**config.mk**
```make
export PLATFORM = sky130hd
export DESIGN_NAME = mem_port_arbiter_flat
export DESIGN_NICKNAME = d
export VERILOG_FILES = /design/src/rtl/mem_port_arbiter_if.sv /design/src/rtl/mem_port_arbiter.sv /design/src/flat_wrapper.sv
export SDC_FILE = /design/constraint.sdc
export NUM_CORES = 1
export LEC_CHECK = 0
export ABC_AREA = 0
export BUFFER_PORTS_ARGS = -buffer_cell sky130_fd_sc_hd__buf_2
export CAP_MARGIN = 20
export CORE_ASPECT_RATIO = 0.5
export CORE_MARGIN = 10
export CORE_UTILIZATION = 47
export CTS_CLUSTER_DIAMETER = 200
export DETAILED_ROUTE_END_ITERATION = 6
export PLACE_DENSITY_LB_ADDON = 0.3
export SYNTH_ARGS = -nofsm -noshare
export SYNTH_HDL_FRONTEND = slang
export SYNTH_SLANG_ARGS = --single-unit
```
**constraint.sdc**
```tcl
create_clock -name clk -period 4.5 [get_ports clk]
set_clock_uncertainty 0.1 [all_clocks]
set_input_delay 0.225 -clock clk [delete_from_list [all_inputs] [get_ports clk]]
set_output_delay 0.225 -clock clk [all_outputs]
set_load 0.005 [all_outputs]
```
**src/rtl/mem_port_arbiter_if.sv**
```systemverilog
// mem_port_arbiter_if
// Bundles every handshake and memory-bus signal of the unified memory arbiter.
//   CPU port    : cpu_req/cpu_we/cpu_addr/cpu_wdata in, cpu_ack/cpu_rdata/cpu_stall out
//   Loader port : ldr_req/ldr_we/ldr_addr/ldr_wdata/ldr_lock in, ldr_ack/ldr_rdata out
//   Memory port : mem_en/mem_we/mem_addr/mem_din out, mem_dout in (sync read, 1-cycle)
//   Status      : grant_owner (00 none, 01 CPU, 10 loader)
// Modport slave is the arbiter's view; modport master is the view of the
// requesters and memory that surround it.
interface mem_port_arbiter_if #(
  parameter int ADDR_W = 32,
  parameter int DATA_W = 32
);
  logic              cpu_req;
  logic              cpu_we;
  logic [ADDR_W-1:0] cpu_addr;
  logic [DATA_W-1:0] cpu_wdata;
  logic              cpu_ack;
  logic [DATA_W-1:0] cpu_rdata;
  logic              cpu_stall;

  logic              ldr_req;
  logic              ldr_we;
  logic [ADDR_W-1:0] ldr_addr;
  logic [DATA_W-1:0] ldr_wdata;
  logic              ldr_lock;
  logic              ldr_ack;
  logic [DATA_W-1:0] ldr_rdata;

  logic              mem_en;
  logic              mem_we;
  logic [ADDR_W-1:0] mem_addr;
  logic [DATA_W-1:0] mem_din;
  logic [DATA_W-1:0] mem_dout;

  logic [1:0]        grant_owner;

  modport slave (
    input  cpu_req, cpu_we, cpu_addr, cpu_wdata,
    output cpu_ack, cpu_rdata, cpu_stall,
    input  ldr_req, ldr_we, ldr_addr, ldr_wdata, ldr_lock,
    output ldr_ack, ldr_rdata,
    output mem_en, mem_we, mem_addr, mem_din,
    input  mem_dout,
    output grant_owner
  );

  modport master (
    output cpu_req, cpu_we, cpu_addr, cpu_wdata,
    input  cpu_ack, cpu_rdata, cpu_stall,
    output ldr_req, ldr_we, ldr_addr, ldr_wdata, ldr_lock,
    input  ldr_ack, ldr_rdata,
    input  mem_en, mem_we, mem_addr, mem_din,
    output mem_dout,
    input  grant_owner
  );
endinterface

```
**src/rtl/mem_port_arbiter.sv**
```systemverilog
// mem_port_arbiter
// Shares the single synchronous-read unified memory between the CPU and the
// loader/debug port. Each access runs IDLE (arbitrate) -> ISSUE (memory
// access) -> RESP (ack + read data). Round-robin between the two requesters,
// with a loader bus lock and a CPU anti-starvation override.
// Ports:
//   clk  - system clock, rising edge
//   rst  - asynchronous active-high reset
//   bus  - mem_port_arbiter_if.slave: CPU port, loader port, memory port and
//          grant_owner status (see the interface file for the signal list)
module mem_port_arbiter #(
  parameter int ADDR_W     = 32,
  parameter int DATA_W     = 32,
  parameter int STARVE_MAX = 15
) (
  input  logic                clk,
  input  logic                rst,
  mem_port_arbiter_if.slave   bus
);

  typedef enum logic [1:0] {IDLE, ISSUE, RESP} stateT;

  localparam logic [1:0] OWN_NONE = 2'b00;
  localparam logic [1:0] OWN_CPU  = 2'b01;
  localparam logic [1:0] OWN_LDR  = 2'b10;
  localparam int         CNT_W    = $clog2(STARVE_MAX + 1);

  stateT             state, nextState;
  logic [1:0]        owner, lastOwner;
  logic              latWe;
  logic [ADDR_W-1:0] latAddr;
  logic [DATA_W-1:0] latData;
  logic [CNT_W-1:0]  starveCnt;
  logic [DATA_W-1:0] cpuRdataQ, ldrRdataQ;
  logic              starved, cpuWins, ldrWins;
  logic              cpuRespRd, ldrRespRd;

  // State register
  always_ff @(posedge clk or posedge rst) begin
    if (rst) state <= IDLE;
    else     state <= nextState;
  end

  // Arbitration, next state and registered-state output decode
  always_comb begin
    nextState   = state;
    bus.mem_en  = 1'b0;
    bus.mem_we  = 1'b0;
    bus.cpu_ack = 1'b0;
    bus.ldr_ack = 1'b0;
    starved     = (starveCnt == CNT_W'(STARVE_MAX));
    cpuWins     = 1'b0;
    ldrWins     = 1'b0;

    if (bus.cpu_req && bus.ldr_req)
      // Tie: the CPU wins when starved, or when the loader went last and is
      // not holding its lock; otherwise the loader keeps/takes the port.
      cpuWins = starved || (lastOwner == OWN_LDR && !bus.ldr_lock);
    else
      cpuWins = bus.cpu_req;
    ldrWins = bus.ldr_req && !cpuWins;

    case (state)
      IDLE:  if (bus.cpu_req || bus.ldr_req) nextState = ISSUE;
      ISSUE: begin
        bus.mem_en = 1'b1;
        bus.mem_we = latWe;
        nextState  = RESP;
      end
      RESP: begin
        bus.cpu_ack = (owner == OWN_CPU);
        bus.ldr_ack = (owner == OWN_LDR);
        nextState   = IDLE;
      end
      default: nextState = IDLE;
    endcase
  end

  assign cpuRespRd = (state == RESP) && (owner == OWN_CPU) && !latWe;
  assign ldrRespRd = (state == RESP) && (owner == OWN_LDR) && !latWe;

  // Read data is forwarded straight from memory during the ack cycle, then
  // held in the per-port register until that port's next read ack.
  assign bus.cpu_rdata   = cpuRespRd ? bus.mem_dout : cpuRdataQ;
  assign bus.ldr_rdata   = ldrRespRd ? bus.mem_dout : ldrRdataQ;
  assign bus.mem_addr    = latAddr;
  assign bus.mem_din     = latData;
  assign bus.grant_owner = (state == IDLE) ? OWN_NONE : owner;
  assign bus.cpu_stall   = bus.cpu_req && !((state == RESP) && (owner == OWN_CPU));

  // Grant latch, fairness history, starvation counter, read-data hold
  always_ff @(posedge clk or posedge rst) begin
    if (rst) begin
      owner     <= OWN_NONE;
      lastOwner <= OWN_LDR;
      latWe     <= 1'b0;
      latAddr   <= '0;
      latData   <= '0;
      starveCnt <= '0;
      cpuRdataQ <= '0;
      ldrRdataQ <= '0;
    end else begin
      if (state == IDLE && (cpuWins || ldrWins)) begin
        owner     <= cpuWins ? OWN_CPU : OWN_LDR;
        lastOwner <= cpuWins ? OWN_CPU : OWN_LDR;
        latWe     <= cpuWins ? bus.cpu_we    : bus.ldr_we;
        latAddr   <= cpuWins ? bus.cpu_addr  : bus.ldr_addr;
        latData   <= cpuWins ? bus.cpu_wdata : bus.ldr_wdata;
      end
      if (state == IDLE && cpuWins)
        starveCnt <= '0;
      else if (state == IDLE && ldrWins && bus.cpu_req && !starved)
        starveCnt <= starveCnt + CNT_W'(1);
      if (cpuRespRd) cpuRdataQ <= bus.mem_dout;
      if (ldrRespRd) ldrRdataQ <= bus.mem_dout;
    end
  end

endmodule

```
**src/flat_wrapper.sv**
```systemverilog
// flat-port wrapper written by rule: the top's interface ports become plain ports
module mem_port_arbiter_flat 
#(
  parameter int ADDR_W     = 32,
  parameter int DATA_W     = 32,
  parameter int STARVE_MAX = 15
)
  (clk, rst, bus_cpu_req, bus_cpu_we, bus_cpu_addr, bus_cpu_wdata, bus_cpu_ack, bus_cpu_rdata, bus_cpu_stall, bus_ldr_req, bus_ldr_we, bus_ldr_addr, bus_ldr_wdata, bus_ldr_lock, bus_ldr_ack, bus_ldr_rdata, bus_mem_en, bus_mem_we, bus_mem_addr, bus_mem_din, bus_mem_dout, bus_grant_owner);
  mem_port_arbiter_if #(.ADDR_W(ADDR_W), .DATA_W(DATA_W)) bus_i ();
  input  logic clk;
  input  logic rst;
  input wire logic [$bits(bus_i.cpu_req)-1:0] bus_cpu_req;
  input wire logic [$bits(bus_i.cpu_we)-1:0] bus_cpu_we;
  input wire logic [$bits(bus_i.cpu_addr)-1:0] bus_cpu_addr;
  input wire logic [$bits(bus_i.cpu_wdata)-1:0] bus_cpu_wdata;
  output wire logic [$bits(bus_i.cpu_ack)-1:0] bus_cpu_ack;
  output wire logic [$bits(bus_i.cpu_rdata)-1:0] bus_cpu_rdata;
  output wire logic [$bits(bus_i.cpu_stall)-1:0] bus_cpu_stall;
  input wire logic [$bits(bus_i.ldr_req)-1:0] bus_ldr_req;
  input wire logic [$bits(bus_i.ldr_we)-1:0] bus_ldr_we;
  input wire logic [$bits(bus_i.ldr_addr)-1:0] bus_ldr_addr;
  input wire logic [$bits(bus_i.ldr_wdata)-1:0] bus_ldr_wdata;
  input wire logic [$bits(bus_i.ldr_lock)-1:0] bus_ldr_lock;
  output wire logic [$bits(bus_i.ldr_ack)-1:0] bus_ldr_ack;
  output wire logic [$bits(bus_i.ldr_rdata)-1:0] bus_ldr_rdata;
  output wire logic [$bits(bus_i.mem_en)-1:0] bus_mem_en;
  output wire logic [$bits(bus_i.mem_we)-1:0] bus_mem_we;
  output wire logic [$bits(bus_i.mem_addr)-1:0] bus_mem_addr;
  output wire logic [$bits(bus_i.mem_din)-1:0] bus_mem_din;
  input wire logic [$bits(bus_i.mem_dout)-1:0] bus_mem_dout;
  output wire logic [$bits(bus_i.grant_owner)-1:0] bus_grant_owner;
  assign bus_i.cpu_req = bus_cpu_req;
  assign bus_i.cpu_we = bus_cpu_we;
  assign bus_i.cpu_addr = bus_cpu_addr;
  assign bus_i.cpu_wdata = bus_cpu_wdata;
  assign bus_cpu_ack = bus_i.cpu_ack;
  assign bus_cpu_rdata = bus_i.cpu_rdata;
  assign bus_cpu_stall = bus_i.cpu_stall;
  assign bus_i.ldr_req = bus_ldr_req;
  assign bus_i.ldr_we = bus_ldr_we;
  assign bus_i.ldr_addr = bus_ldr_addr;
  assign bus_i.ldr_wdata = bus_ldr_wdata;
  assign bus_i.ldr_lock = bus_ldr_lock;
  assign bus_ldr_ack = bus_i.ldr_ack;
  assign bus_ldr_rdata = bus_i.ldr_rdata;
  assign bus_mem_en = bus_i.mem_en;
  assign bus_mem_we = bus_i.mem_we;
  assign bus_mem_addr = bus_i.mem_addr;
  assign bus_mem_din = bus_i.mem_din;
  assign bus_i.mem_dout = bus_mem_dout;
  assign bus_grant_owner = bus_i.grant_owner;
  mem_port_arbiter #(.ADDR_W(ADDR_W), .DATA_W(DATA_W), .STARVE_MAX(STARVE_MAX)) u_core (.clk(clk), .rst(rst), .bus(bus_i));
endmodule
```
==> run metrics, run 1 <==
GR Util All Layers=23.2%; Synth top area share=51.8%; reg2reg path depth=4; port buffer count=301; Period Utilization, post-route=a little over two thirds; Synth cell types=39; max-cap check violation count=0; number of global-route vias before repair=6592; Residual DRC=0; max incr delay on CP=0.71 ns; Syn Std Cell Area=approximately 6600 um2; synth top area cells=dfrtp_1 (52%), mux2_4 (14%), o221ai_1 (4.4%); Die ar.=a little under 20000 um2; final setup fails=0; initial antenna violation count=1; Mapped Nets=739; core area=13700 um2; Final Hold Fails=1; Nets=1078; CP Cell Sequence=and4bb_1, nor2b_4, buf_4, mux2_4, buf_2; DRT Wirelength=about 24 mm; reg-to-reg setup timing slack=between 2 and 2.5 ns; WL/cell=21.4 um; Setup TNS=0 ns; slowest stage cell, crit path=nor2b_4; reg-to-reg critical path startpoint=u_core.state[0]; row cnt=30; Starting Density=48.4%; final std cells w/o fill=1116; Initial DRC Count=368; unrepaired setup endpoints after global routing=no; yosys warns=0; data arrival time of the worst path=2.81 ns; Leakage=4.65 nW; register area share after synthesis=52.2%; Cells after Synth=between 500 and 600; layout cells sized above 1=46.0%; clk slew on worst S/H paths=0.06 ns; Area growth, synth to finish=44.5%; Slew HR=31.0%; failing checks=negative hold slack; Critical Path Source Type=register; Pwr Total=6.21 mW; Reg-to-Reg End=u_core.cpuRdataQ[27]; Slew @ Worst Pin=1.03 ns; remaining antenna violation count=0; fmax=between 300 and 400 MHz; Final HPWL DP=~16 mm; TritonCTS clock tree=built; Max VDD drop=373 uV; Hold Crit Endpoint=u_core.bus.mem_addr[1]; clk root buf=clkbuf_16; Crit Path Category=reg -> out; fill count=1041; TritonCTS Buffers=17; Die Width=between 150 and 200 um; Crit Path Max Fanout=21; hold_ws=-0.00279 ns; worst endpoint required time=around 4.2 ns; DRT Pass-1 Iters=5; clock tree buffer depth=2; die height=104 um; hold crit path type=in -> reg; dominant cell type by area after synthesis=dfrtp_1; Clock Latency Late Sink=0.41 ns; Vias/cell=roughly 5.6; dpl cells=between 1000 and 1500; Hold Crit Depth=3; Max Transition Viols Final=0; HP Start=bus_ldr_addr[1]; DR vias=6290; Synth Register Bits=approximately 140; global-route wire length before repair=37.2 mm; I/O pin count=302; grt ovf=0; Synth Area per Inst=11.6 um2; GPL Wtd Cong=between 0.7 and 0.8; largest net degree at the start of global routing=106; H-tree depth=4; # clock sinks=138; power density over the cells=approximately 650 nW/um2; final worst path period need=about 3.1 ns; Post-CTS Setup Bufs=0; outcome=complete, but fails checks; Setup crit end kind=output port
==> final cells by class <==
class                      instances  area, um2  area share, %
timing repair buffer             384       2380           24.9
clock inverter                    15        173           1.81
multi-input combinational        334       2740           28.7
sequential                       138       3450           36.2
antenna                            1       2.50         0.0262
clock buffer                      17        425           4.45
inverter                          35        136           1.43
tap                              192        240           2.51
==> routing by layer <==
| layer | track usage [%] | vias to the layer above | wire length [um] |
|---|---|---|---|
| met5 | 0 | - | 0 |
| met4 | 7.49 | 0 | 536 |
| met3 | 5.49 | 38 | 1720 |
| met2 | 40.2 | 310 | 12300 |
| met1 | 27.9 | 3095 | 9370 |
| li1 | - | 2847 | - |
==> critical path, delay by kind of cell, from the launching register on <==
family | cells | cell delay [ns]
buffers and inverters | 2 | 0.53
DFF | 1 | 0.46
muxes | 1 | 0.34
and+or+nand+nor | 2 | 1.05
==> cells by family (layout without fill, tap and decap cells) <==
kind of cell / after synthesis / in the layout / synth area share, %
adders and majority gates: 1 / 1 / 0.189
AOI/OAI and AO/OA: 172 / 172 / 17.5
muxes: 64 / 64 / 14.3
buffers and inverters: 99 / 451 / 6.96
DFF: 138 / 138 / 52.2
other: 0 / 1 / 0
and+or+nand+nor: 97 / 97 / 8.78
==> power by group <==
group / total, mW / switching, mW / internal, mW
sequential: 2.15 / 0.290 / 1.86
combinational: 2.64 / 1.32 / 1.32
clock: 1.43 / 0.591 / 0.838
total: 6.21 / 2.20 / 4.02
==> Yosys cell counts, drive strengths merged <==
| cell | instances |
|---|---|
| and3 | 1 |
| buf | 26 |
| o221ai | 33 |
| clkbuf | 38 |
| a21oi | 32 |
| o31ai | 1 |
| inv | 35 |
| o21ai | 37 |
| or2 | 2 |
| o311ai | 32 |
| nor2 | 3 |
| nand4 | 33 |
| mux2 | 64 |
| or2b | 1 |
| or3b | 1 |
| nand2 | 4 |
| a21boi | 2 |
| and4bb | 2 |
| nor2b | 5 |
| ha | 1 |
| and2 | 3 |
| nand2b | 1 |
| dfrtp | 137 |
| a31oi | 32 |
| nand4bb | 1 |
| nand3 | 35 |
| or3 | 2 |
| dfstp | 1 |
| o21a | 3 |
| nor3b | 3 |
==> what timing repair did <==
action / 4_1_cts / 5_1_grt
gates resized for setup: 0 / 0
hold buffers: 66 / 0
endpoints found under the hold margin: 192 / 0
==> how the worst max path moves through the flow <==
stage                          from                     end  cells after the start
floorplan                       rst  u_core.bus.mem_addr[0]                      1
global placement    u_core.state[0]        bus_ldr_rdata[8]                      5
detailed placement  u_core.state[0]        bus_ldr_rdata[6]                      5
CTS                 u_core.state[0]        bus_ldr_rdata[5]                      5
global route        u_core.state[0]       bus_cpu_rdata[27]                      5
finish              u_core.state[0]       bus_cpu_rdata[27]                      5
==> cell usage in the layout, fill, tap and decap left out, types with 2 or more instances in the layout <==
| master | netlist | layout |
|---|---|---|
| a21oi_1 | 32 | 32 |
| a31oi_1 | 32 | 32 |
| and2_1 | 3 | 3 |
| and4bb_1 | 2 | 2 |
| buf_12 | 0 | 2 |
| buf_16 | 0 | 3 |
| buf_2 | 11 | 301 |
| buf_4 | 2 | 12 |
| bufinv_16 | 0 | 2 |
| clkbuf_16 | 0 | 17 |
| clkinvlp_4 | 0 | 2 |
| dfrtp_1 | 137 | 137 |
| dlygate4sd3_1 | 0 | 66 |
| inv_1 | 35 | 34 |
| inv_6 | 0 | 9 |
| inv_8 | 0 | 2 |
| mux2_2 | 4 | 4 |
| mux2_4 | 60 | 60 |
| nand2_1 | 4 | 4 |
| nand3_1 | 35 | 35 |
| nand4_1 | 33 | 33 |
| nor2_2 | 1 | 2 |
| nor2b_1 | 5 | 3 |
| nor2b_4 | 0 | 2 |
| nor3b_1 | 2 | 2 |
| o21a_1 | 3 | 3 |
| o21ai_0 | 37 | 37 |
| o221ai_1 | 33 | 33 |
| o311ai_0 | 27 | 27 |
| o311ai_1 | 5 | 5 |
| or3_1 | 2 | 2 |
==> state kept, by name, summed over array words and instances, names as in the netlist <==
name,cells
u_core.state,2
u_core.owner,1
u_core.bus.mem_din,32
u_core.starveCnt,4
u_core.ldrRdataQ,32
u_core.latWe,1
u_core.bus.mem_addr,32
u_core.lastOwner,2
u_core.cpuRdataQ,32
==> metrics by stage <==
step,hold slack (ns),utilization [%],setup slack (ns),instance area (um2)
detailed placement,0.375,60.0,1.65,8200
global route,0.00298,69.9,1.24,9560
global placement,0.374,59.8,1.78,8170
finish,-0.00279,69.9,1.37,9560
floorplan,0.287,-,0.480,6610
CTS,0.0000175,69.2,1.21,9460
Power figures use the tool's default switching activity.
==> run 2: changes to the inputs <==
--- a/config.mk
+++ b/config.mk
@@ -5,12 +5,12 @@
 export SDC_FILE = /design/constraint.sdc
 export NUM_CORES = 1
 export LEC_CHECK = 0
-export ABC_AREA = 0
+export ABC_AREA = 1
 export BUFFER_PORTS_ARGS = -buffer_cell sky130_fd_sc_hd__buf_2
 export CAP_MARGIN = 20
 export CORE_ASPECT_RATIO = 0.5
 export CORE_MARGIN = 10
-export CORE_UTILIZATION = 47
+export CORE_UTILIZATION = 43
 export CTS_CLUSTER_DIAMETER = 200
 export DETAILED_ROUTE_END_ITERATION = 6
 export PLACE_DENSITY_LB_ADDON = 0.3
==> constraint.sdc (replaced) <==
create_clock -name clk -period 2.8 [get_ports clk]
set_clock_uncertainty 0.1 [all_clocks]
set_input_delay 0.14 -clock clk [delete_from_list [all_inputs] [get_ports clk]]
set_output_delay 0.14 -clock clk [all_outputs]
set_load 0.005 [all_outputs]
==> run metrics, run 2 <==
Starting Density=44.8% (-3.6 points); H-tree depth=4 (unchanged); unrepaired setup endpoints after global routing=no; Setup crit end kind=register; Residual DRC=0 (unchanged); Initial DRC Count=428 (+16%); Crit Path Category=reg -> reg; Commonest cells post-synth=nand2_1 (237), dfrtp_1 (137), nand3_1 (136); Vias/cell=4.94 (-12%); met3 track demand over resource=6.87% (+1.4 points); Resized cells post-CTS=0 (unchanged); # clock sinks=138 (unchanged); Max Transition Viols Final=0 (unchanged); Synth Area per Inst=8.44 um2 (-27%); Die ar.=21100 um2 (+8.0%); Cells after Synth=784 (+37%); clk slew on worst S/H paths=0.07 ns (about the same); TritonCTS clock tree=built; met2 Track Usage GR=39.3% (-0.98 points); port buffer count=301 (unchanged); synth top area cells=dfrtp_1 (52%), nand2_1 (13%), nand3_1 (10%); GR Util All Layers=23.0% (-0.26 points); final worst path period need=around 2.5 ns; reg-to-reg setup timing slack=0.25 ns (-1.78 ns); Nets=1400 (+30%); Post-CTS Setup Bufs=0 (unchanged); max-cap check violation count=0 (unchanged); WL/cell=17.4 um (-19%); die height=108 um (+3.7%); Leakage=5.82 nW (+25%); DR vias=7170 (+14%); commonest non-fill, non-tap cell in the layout=buf_2; reg-to-reg critical path startpoint=u_core.state[1]; Period Utilization, post-route=about nine tenths; clock tree buffer depth=2 (unchanged); met1 Use GR=26.0% (-1.9 points); Slew HR=41.9% (+11 points); global route hottest layer=met2; Final HPWL DP=15.8 mm (+1.8%); data arrival time of the worst path=2.79 ns (-0.02 ns); Critical Path Source Type=register; Slew @ Worst Pin=0.868 ns (-0.166 ns); Area growth, synth to finish=59.1%; grt ovf=0 (unchanged); yosys warns=0 (unchanged); outcome=complete, no violations; Mapped Nets=952 (+29%); fill count=1053 (+1.2%); Async SR Flop Fraction=100% (unchanged); commonest non-fill, non-tap cells in the layout=buf_2 (301), nand2_1 (236), dlygate4sd3_1 (163); Most used DFF post-synth=dfrtp_1; Hold Buf Count CTS=163 (+150%); largest net degree at the start of global routing=65 (-39%); final setup fails=0 (unchanged); pre-CTS WS=0.777 ns (-0.874 ns); row cnt=31 (+3.3%); power density over the cells=1100 nW/um2 (+69%); hold crit path type=in -> reg; Crit Path Max Fanout=31 (+48%); GPL Wtd Cong=0.826 (+6.7%); Synth cell types=25 (-36%); Hold Crit Depth=4 (+1); number of global-route vias before repair=7471 (+13%); Hold Crit Endpoint=u_core.lastOwner[1]; DRT Wirelength=25.3 mm (+5.6%); DRT Pass-1 Iters=5 (unchanged); TritonCTS Buffers=17 (unchanged); HP Start=bus_ldr_req; reg2reg path depth=7 (+3); Final Hold Fails=0 (-1); post-layout worst setup margin=0.251 ns (-1.12 ns); layout cells sized above 1=35.2% (-11 points); most common cell in the netlist=nand2_1; core area=14800 um2 (+8.2%); clk root buf=clkbuf_16; Synth top area share=51.8% (about the same); Die Width=195 um (+4.1%); Post-synth EDFFs=0 (unchanged); remaining antenna violation count=0 (unchanged); dominant cell type by area after synthesis=dfrtp_1; initial antenna violation count=6 (+5); Setup TNS=0 ns (unchanged); Reg-to-Reg End=u_core.bus.mem_addr[28]; fmax=392 MHz; register area share after synthesis=52.2% (about the same); Synth Register Bits=138 (unchanged); I/O pin count=302 (unchanged); worst endpoint required time=3.04 ns (-1.14 ns); Clock Latency Late Sink=0.41 ns (about the same); Syn Std Cell Area=6620 um2 (about the same); global-route wire length before repair=39.5 mm (+6.1%); Max VDD drop=514 uV (+38%)
-- run 2: cell types whose count changed after synthesis, sizes merged, moves of 29 or more --
cell    previous run  this run
o311ai            32         0
o21ai             37        70
inv               35       108
a21oi             32         1
mux2              64         0
clkbuf            38         9
o221ai            33         0
nand2              4       268
nand4             33         0
nand3             35       137
a31oi             32         0
-- run 2: area by class of cell --
class	instances	area, um2	area share (%)
Sequential cell	138	3450	32.8
Inverter	108	409	3.88
Antenna cell	8	20.0	0.190
Clock buffer	20	457	4.34
Timing Repair Buffer	477	3310	31.4
Tap cell	198	248	2.35
Clock inverter	12	186	1.77
Multi-Input combinational cell	490	2450	23.2
-- run 2: cells by family after synthesis --
group                      synth area share (%)
AOI/OAI and AO/OA                          8.20
and+or+nand+nor                            28.2
xor gates and xnor gates                  0.132
adders and majority gates                 0.189
buffers and inverters                      11.1
DFF                                        52.2
-- run 2: through the flow --
stage | cell area (um2) | power, mW | utilization, % | std cells | hold slack [ns]
finish | 10500 | 11.6 | 71.3 | 1451 | 0.138
global route | 10500 | 12.4 | 71.2 | 1449 | 0.183
CTS | 10500 | 11.5 | 71.1 | 1443 | 0.149
detailed placement | 8240 | 8.00 | 55.7 | 1248 | 0.0693
global placement | 8240 | 7.85 | 55.7 | 1248 | 0.0651
floorplan | 6620 | 6.14 | - | 784 | 0.184
-- run 2: worst max path at each step --
stage	start	endpoint	slack, ns
after floorplan	rst	u_core.bus.mem_addr[0]	0.84
after global routing	u_core.state[1]	u_core.bus.mem_addr[27]	0.12
after detailed placement	u_core.state[1]	bus_ldr_rdata[29]	0.78
after global placement	u_core.state[0]	bus_cpu_rdata[5]	0.86
final	u_core.state[1]	u_core.bus.mem_addr[28]	0.25
after CTS	u_core.state[1]	u_core.bus.mem_addr[27]	0.29
-- run 2: power by group --
group,leakage [nW],internal [mW],switching [mW]
Combinational,3.87,2.67,2.96
Clock,0.304,1.56,0.913
Sequential,1.65,3.01,0.500
Total,5.82,7.23,4.37
-- run 2: worst max-delay path, stage by stage, from the launching register on --
cell and delay (ns):
dfrtp_1 0.47, nor3_4 0.75, buf_12 0.27, nand3_1 0.13, nand2_1 0.13, inv_1 0.05
nand2_1 0.05, dlygate4sd3_1 0.54
-- run 2: routing by layer --
metal | vias to the layer above | part of all wire, %
met4 | 0 | 3.6
met2 | 329 | 51
met1 | 3411 | 38
met3 | 68 | 7.8
met5 | - | 0
li1 | 3362 | -
